[config.mk]
export PLATFORM = sky130hd
export DESIGN_NAME = cdc_fifo_read_ctrl
export DESIGN_NICKNAME = d
export VERILOG_FILES = /design/src/rtl/cdc_fifo_read_ctrl.sv
export SDC_FILE = /design/constraint.sdc
export NUM_CORES = 1
export LEC_CHECK = 0
export ABC_AREA = 0
export BUFFER_PORTS_ARGS = -buffer_cell sky130_fd_sc_hd__buf_4
export CORE_MARGIN = 3
export CORE_UTILIZATION = 45
export DETAILED_ROUTE_END_ITERATION = 6
export PLACE_DENSITY = 0.76
export SLEW_MARGIN = 20
export SYNTH_ARGS = -nofsm -noshare
export SYNTH_HDL_FRONTEND = slang
export SYNTH_SLANG_ARGS = --single-unit
[constraint.sdc]
create_clock -name clock -period 10.1 [get_ports clock]
set_input_delay 3.03 -clock clock [delete_from_list [all_inputs] [get_ports clock]]
set_output_delay 3.03 -clock clock [all_outputs]
set_load 0.01 [all_outputs]
[src/rtl/cdc_fifo_read_ctrl.sv]
// ============================================================================
// Module  : cdc_fifo_read_ctrl
// Purpose : Read-domain pointer/flag controller for the async CDC FIFO with an
//           internal write-pointer synchroniser, wrap bit, fill level and flags.
// Revision: 1.0 - initial release
// ============================================================================
`default_nettype none

module cdc_fifo_read_ctrl #(
  parameter int ADDRESS_WIDTH      = 4,
  parameter int SYNC_STAGES        = 2,
  parameter int ALMOST_EMPTY_LEVEL = 2
) (
  input  logic                     clock,
  input  logic                     reset,
  input  logic                     increment,
  input  logic [ADDRESS_WIDTH:0]   write_pointer_gray,
  output logic [ADDRESS_WIDTH-1:0] read_address,
  output logic [ADDRESS_WIDTH:0]   read_pointer_gray,
  output logic                     empty,
  output logic                     almost_empty,
  output logic [ADDRESS_WIDTH:0]   level,
  output logic                     underflow
);

  localparam int                 c_PW       = ADDRESS_WIDTH + 1;
  localparam logic [c_PW-1:0]    c_AE_LEVEL = c_PW'(ALMOST_EMPTY_LEVEL);

  generate
    if (SYNC_STAGES < 2) begin : g_bad_sync_stages
      $error("cdc_fifo_read_ctrl: SYNC_STAGES must be >= 2");
    end
    if (ALMOST_EMPTY_LEVEL < 0 || ALMOST_EMPTY_LEVEL > (1 << ADDRESS_WIDTH)) begin : g_bad_ae_level
      $error("cdc_fifo_read_ctrl: ALMOST_EMPTY_LEVEL out of range");
    end
  endgenerate

  logic [c_PW-1:0] r_sync [SYNC_STAGES];
  logic [c_PW-1:0] r_rptr_bin;
  logic [c_PW-1:0] r_rptr_gray;
  logic            r_underflow;

  logic [c_PW-1:0] w_wptr_bin;
  logic [c_PW-1:0] w_rptr_next;
  logic [c_PW-1:0] w_level;
  logic            w_empty;
  logic            w_pop;

  // Only the last synchroniser stage is ever decoded; earlier stages may be metastable.
  always_ff @(posedge clock or posedge reset) begin
    if (reset) begin
      for (int i = 0; i < SYNC_STAGES; i++) r_sync[i] <= '0;
    end else begin
      r_sync[0] <= write_pointer_gray;
      for (int i = 1; i < SYNC_STAGES; i++) r_sync[i] <= r_sync[i-1];
    end
  end

  always_comb begin
    w_wptr_bin          = '0;
    w_wptr_bin[c_PW-1]  = r_sync[SYNC_STAGES-1][c_PW-1];
    for (int i = c_PW - 2; i >= 0; i--) begin
      w_wptr_bin[i] = w_wptr_bin[i+1] ^ r_sync[SYNC_STAGES-1][i];
    end
  end

  assign w_empty     = (w_wptr_bin == r_rptr_bin);
  assign w_level     = w_wptr_bin - r_rptr_bin;
  assign w_pop       = increment & ~w_empty;
  assign w_rptr_next = r_rptr_bin + c_PW'(1);

  always_ff @(posedge clock or posedge reset) begin
    if (reset) begin
      r_rptr_bin  <= '0;
      r_rptr_gray <= '0;
      r_underflow <= 1'b0;
    end else begin
      r_underflow <= increment & w_empty;
      if (w_pop) begin
        r_rptr_bin  <= w_rptr_next;
        r_rptr_gray <= w_rptr_next ^ (w_rptr_next >> 1);
      end
    end
  end

  assign read_address      = r_rptr_bin[ADDRESS_WIDTH-1:0];
  assign read_pointer_gray = r_rptr_gray;
  assign empty             = w_empty;
  assign level             = w_level;
  assign almost_empty      = (w_level <= c_AE_LEVEL);
  assign underflow         = r_underflow;

endmodule

`default_nettype wire

==> metrics.md <==
| Metric | Value |
|---|---|
| First-pass GRT wire length | 2530 um |
| Root buffer cell | sky130_fd_sc_hd__clkbuf_4 |
| Height of the chip | 52.3 um |
| Number of nets in the synthesized netlist | 96 |
| Type of destination of the critical path | output port |
| Synthesized area | 963 sq um |
| Via Count | 649 |
| Average size of a mapped cell | 11.7 sq um |
| Primary flip-flop cell chosen by synthesis mapping | sky130_fd_sc_hd__dfrtp_1 |
| Transition time at the pin with the least slew margin | 0.878 ns |
| Max clock buf depth | 2 |
| HPWL reported at the end of detailed placement | 1240 um |
| Width of the die | 52.3 um |
| Max Freq | 166 MHz |
| Number of instances in the synthesized netlist | 82 |
| Area growth from synthesis to final layout | 25.5% |
| Portion of total power attributed to the clock network | 10.7% |
| Global-route usage over all layers | 12.4% |
| Via count of the first global-routing pass | 598 |
| Number of enable flip-flop cells after synthesis | 0 |
| Switch share | 39.3% |
| Placeable Area | 2000 sq um |
| DRT Pass-1 Iters | 2 |
| Leading post-synthesis cells by cell area | sky130_fd_sc_hd__dfrtp_1 (52%), sky130_fd_sc_hd__xnor2_1 (7.3%), sky130_fd_sc_hd__ha_1 (6.5%), sky130_fd_sc_hd__xor2_1 (5.5%), sky130_fd_sc_hd__xor2_2 (5.1%) |
| CP Data Arrival Time | 2.99 ns |
| Slew Viols, Final | 0 |
| Startpoint class of the critical path | register |
| First-iteration detailed-routing DRC count | 3 |
| Critical path's largest stage delay | 0.43 ns |
| Area of the die | 2730 sq um |
| Clock Sink Count | 20 |
| Synth Register Bits | 20 |
| Register Area | 500 sq um |
| Power spent charging and discharging nets | 0.164 mW |
| Total power divided by cell area | 345 nW/um^2 |
| Post-detailed-route wirelength per cell | 11.6 um |
| Aggregate global routing overflow | 0 |
| Insertion delay to the later sink of the worst-skew pair | 0.29 ns |
| Highest-count cells in the layout ignoring fill and taps | sky130_fd_sc_hd__buf_4 (24), sky130_fd_sc_hd__dfrtp_1 (20), sky130_fd_sc_hd__xnor2_1 (8) |
| Post-CTS Hold Buffers | 0 |
| Leading cell type in the layout, fill and taps excluded | sky130_fd_sc_hd__buf_4 |
| Sequential fraction of the synthesis area | 51.9% |
| TritonCTS clock tree | built |
| Total wirelength of the detailed-routed design | 1570 um |
| Top-area cell type share of the netlist area | 51.9% |
| Setup total negative slack | 0 ns |
| Worst slack after detailed placement | 4.36 ns |
| VDD IR max | 0.180 mV |
| Pin count of the biggest net entering global routing | 21 |
| Required time of the critical path | 7.07 ns |
| Buffers on Ports | 24 |
| Post-route DRC violation count | 0 |
| Part of the total power dissipated in sequential elements | 30.5% |
| Final GP Congestion | 0.785 |
| Clock Pin Slew Worst Setup and Hold Paths | 0.10 ns |
| Synth warn | 0 |
| Cell leakage power | 0.584 nW |
| Placement row count | 16 |
| Count of nets left with antenna violations after detail routing | 0 |
| Number of failing setup endpoints in the final timing report | 0 |
| Post CTS Setup Buffer Count | 0 |
| I/O pin count | 25 |
| Setup clock skew after layout | 0.00189 ns |
| Standard cell with the maximum stage delay on the critical path | sky130_fd_sc_hd__dfrtp_1 |
| Share of post-route cells with drive strength above 1 | 30.3% |
| Total inserted antenna cells | 0 |
| Layout fillers | 172 |
| H-tree depth | 1 |
| Async set-reset flop share out of synthesis | 100% |
| Setup repair after global routing missed its margin | no |
| Final nets | 124 |
| Starting density of the core | 48.1% |
| Library cell with the largest summed area after synthesis | sky130_fd_sc_hd__dfrtp_1 |
| Internal power consumption | 0.253 mW |
| Number of distinct library cells after synthesis | 25 |
| Per-cell via count in the routed design | 4.77 |
| Cell-by-cell trace of the critical path | xor2_2 -> xor2_2 -> xor2_2 -> xnor2_1 -> ha_1 -> inv_1 -> fa_1 -> a21o_1 -> a21oi_1 -> xor2_1 -> a211oi_1 -> buf_4 |
| Class of the tightest hold or removal check | register to register |
| Crit path time final | 6.02 ns |
| Combinational fraction of design power | 58.8% |
| Quantity of gates resized following cts | 0 |
| Cell seen most often among critical-path stages | sky130_fd_sc_hd__xor2_2 |
| Number of violations of the max-capacitance limit | 0 |
| Critical path type | register to output port |
| Tcrit/Tclk final | 59.6% |
| Final hold vios | 0 |
| Number of antenna violations at the first check in global routing | 0 |
| TritonCTS buffer count | 3 |
| Highest fanout seen on the critical path | 3 |
| Multi-input logic area | 432 sq um |
| Max-slew headroom | 41.1% |
| Final setup margin | 4.08 ns |
| Outcome | finished, final reports clean |
[final cells by class]
class	count	share of cell area, %
sequential	20	41.4
multi-input combinational	54	35.7
timing repair buffer	24	14.9
clock buffer	4	3.00
tap	27	2.80
inverter	7	2.17
[worst paths after layout]
check / endpoint / startpoint / slack, ns / depth (start not counted)
min in group asynchronous: read_pointer_gray[3]$_DFFE_PP0P_ / reset / 2.86 / 2
max in group asynchronous: r_sync[5]$_DFF_PP0_ / reset / 6.78 / 2
min reg2reg: r_sync[2]$_DFF_PP0_ / r_sync[7]$_DFF_PP0_ / 0.36 / 0
max reg2reg: r_rptr_bin[1]$_DFFE_PP0P_ / r_sync[4]$_DFF_PP0_ / 7.22 / 8
min: r_sync[2]$_DFF_PP0_ / r_sync[7]$_DFF_PP0_ / 0.36 / 0
max: almost_empty / r_sync[4]$_DFF_PP0_ / 4.08 / 12
[per-stage QoR]
step | cells | util, % | hold WS [ns] | cell area, sq um | power, mW
after global routing | 136 | 60.4 | 0.372 | 1210 | 0.454
after global placement | 132 | 58.6 | 0.332 | 1170 | 0.369
final | 136 | 60.4 | 0.363 | 1210 | 0.417
after detailed placement | 132 | 58.6 | 0.338 | 1170 | 0.379
after floorplan | 82 | - | 0.331 | 963 | 0.283
after CTS | 136 | 60.4 | 0.363 | 1210 | 0.425
[cell families (layout without fill, tap and decap cells)]
family	count (synthesis)	in the layout	synth area share (%)
buffers and inverters	8	35	3.25
flip-flops	20	20	51.9
AND/OR/NAND/NOR	17	17	8.57
multiplexers	1	1	1.17
adder cells (fa/ha/maj)	6	6	8.57
AO/OA/AOI/OAI	13	13	8.70
XOR/XNOR	17	17	17.8
[critical path, delay by kind of cell, from the launching register on]
kind,cells,cell delay (ns)
flops,1,0.43
compound gates,3,0.52
buf+inv,2,0.21
fa+ha+maj,2,0.59
xor+xnor,5,0.96
[Yosys cell counts, drive strengths merged, types with 2 or more instances]
cell type,number
nor2,3
ha,5
xor2,9
o21ai,6
a21o,2
inv,7
nand2,6
and2,2
nand4,2
xnor2,8
dfrtp,20
[flip-flops by register name, summed over array words and instances (netlist names)]
signal,flops
r_rptr_bin,4
read_pointer_gray,5
underflow,1
r_sync,10
[layer usage]
metal / vias to the layer above / track usage (%) / wire (um)
met2: 12 / 20.9 / 808
met4: 0 / 5.11 / 0
li1: 321 / - / -
met3: 0 / 1.71 / 66
met5: - / 0 / 0
met1: 316 / 16.1 / 696
[power groups by stage]
stage | clock network, mW | logic, mW | registers (mW)
after floorplan | 0 | 0.151 | 0.133
after global placement | 0 | 0.241 | 0.128
after detailed placement | 0 | 0.249 | 0.129
after CTS | 0.0468 | 0.250 | 0.128
after global routing | 0.0498 | 0.273 | 0.132
final | 0.0445 | 0.246 | 0.127
Note: power is estimated with default switching activity, not from simulation.
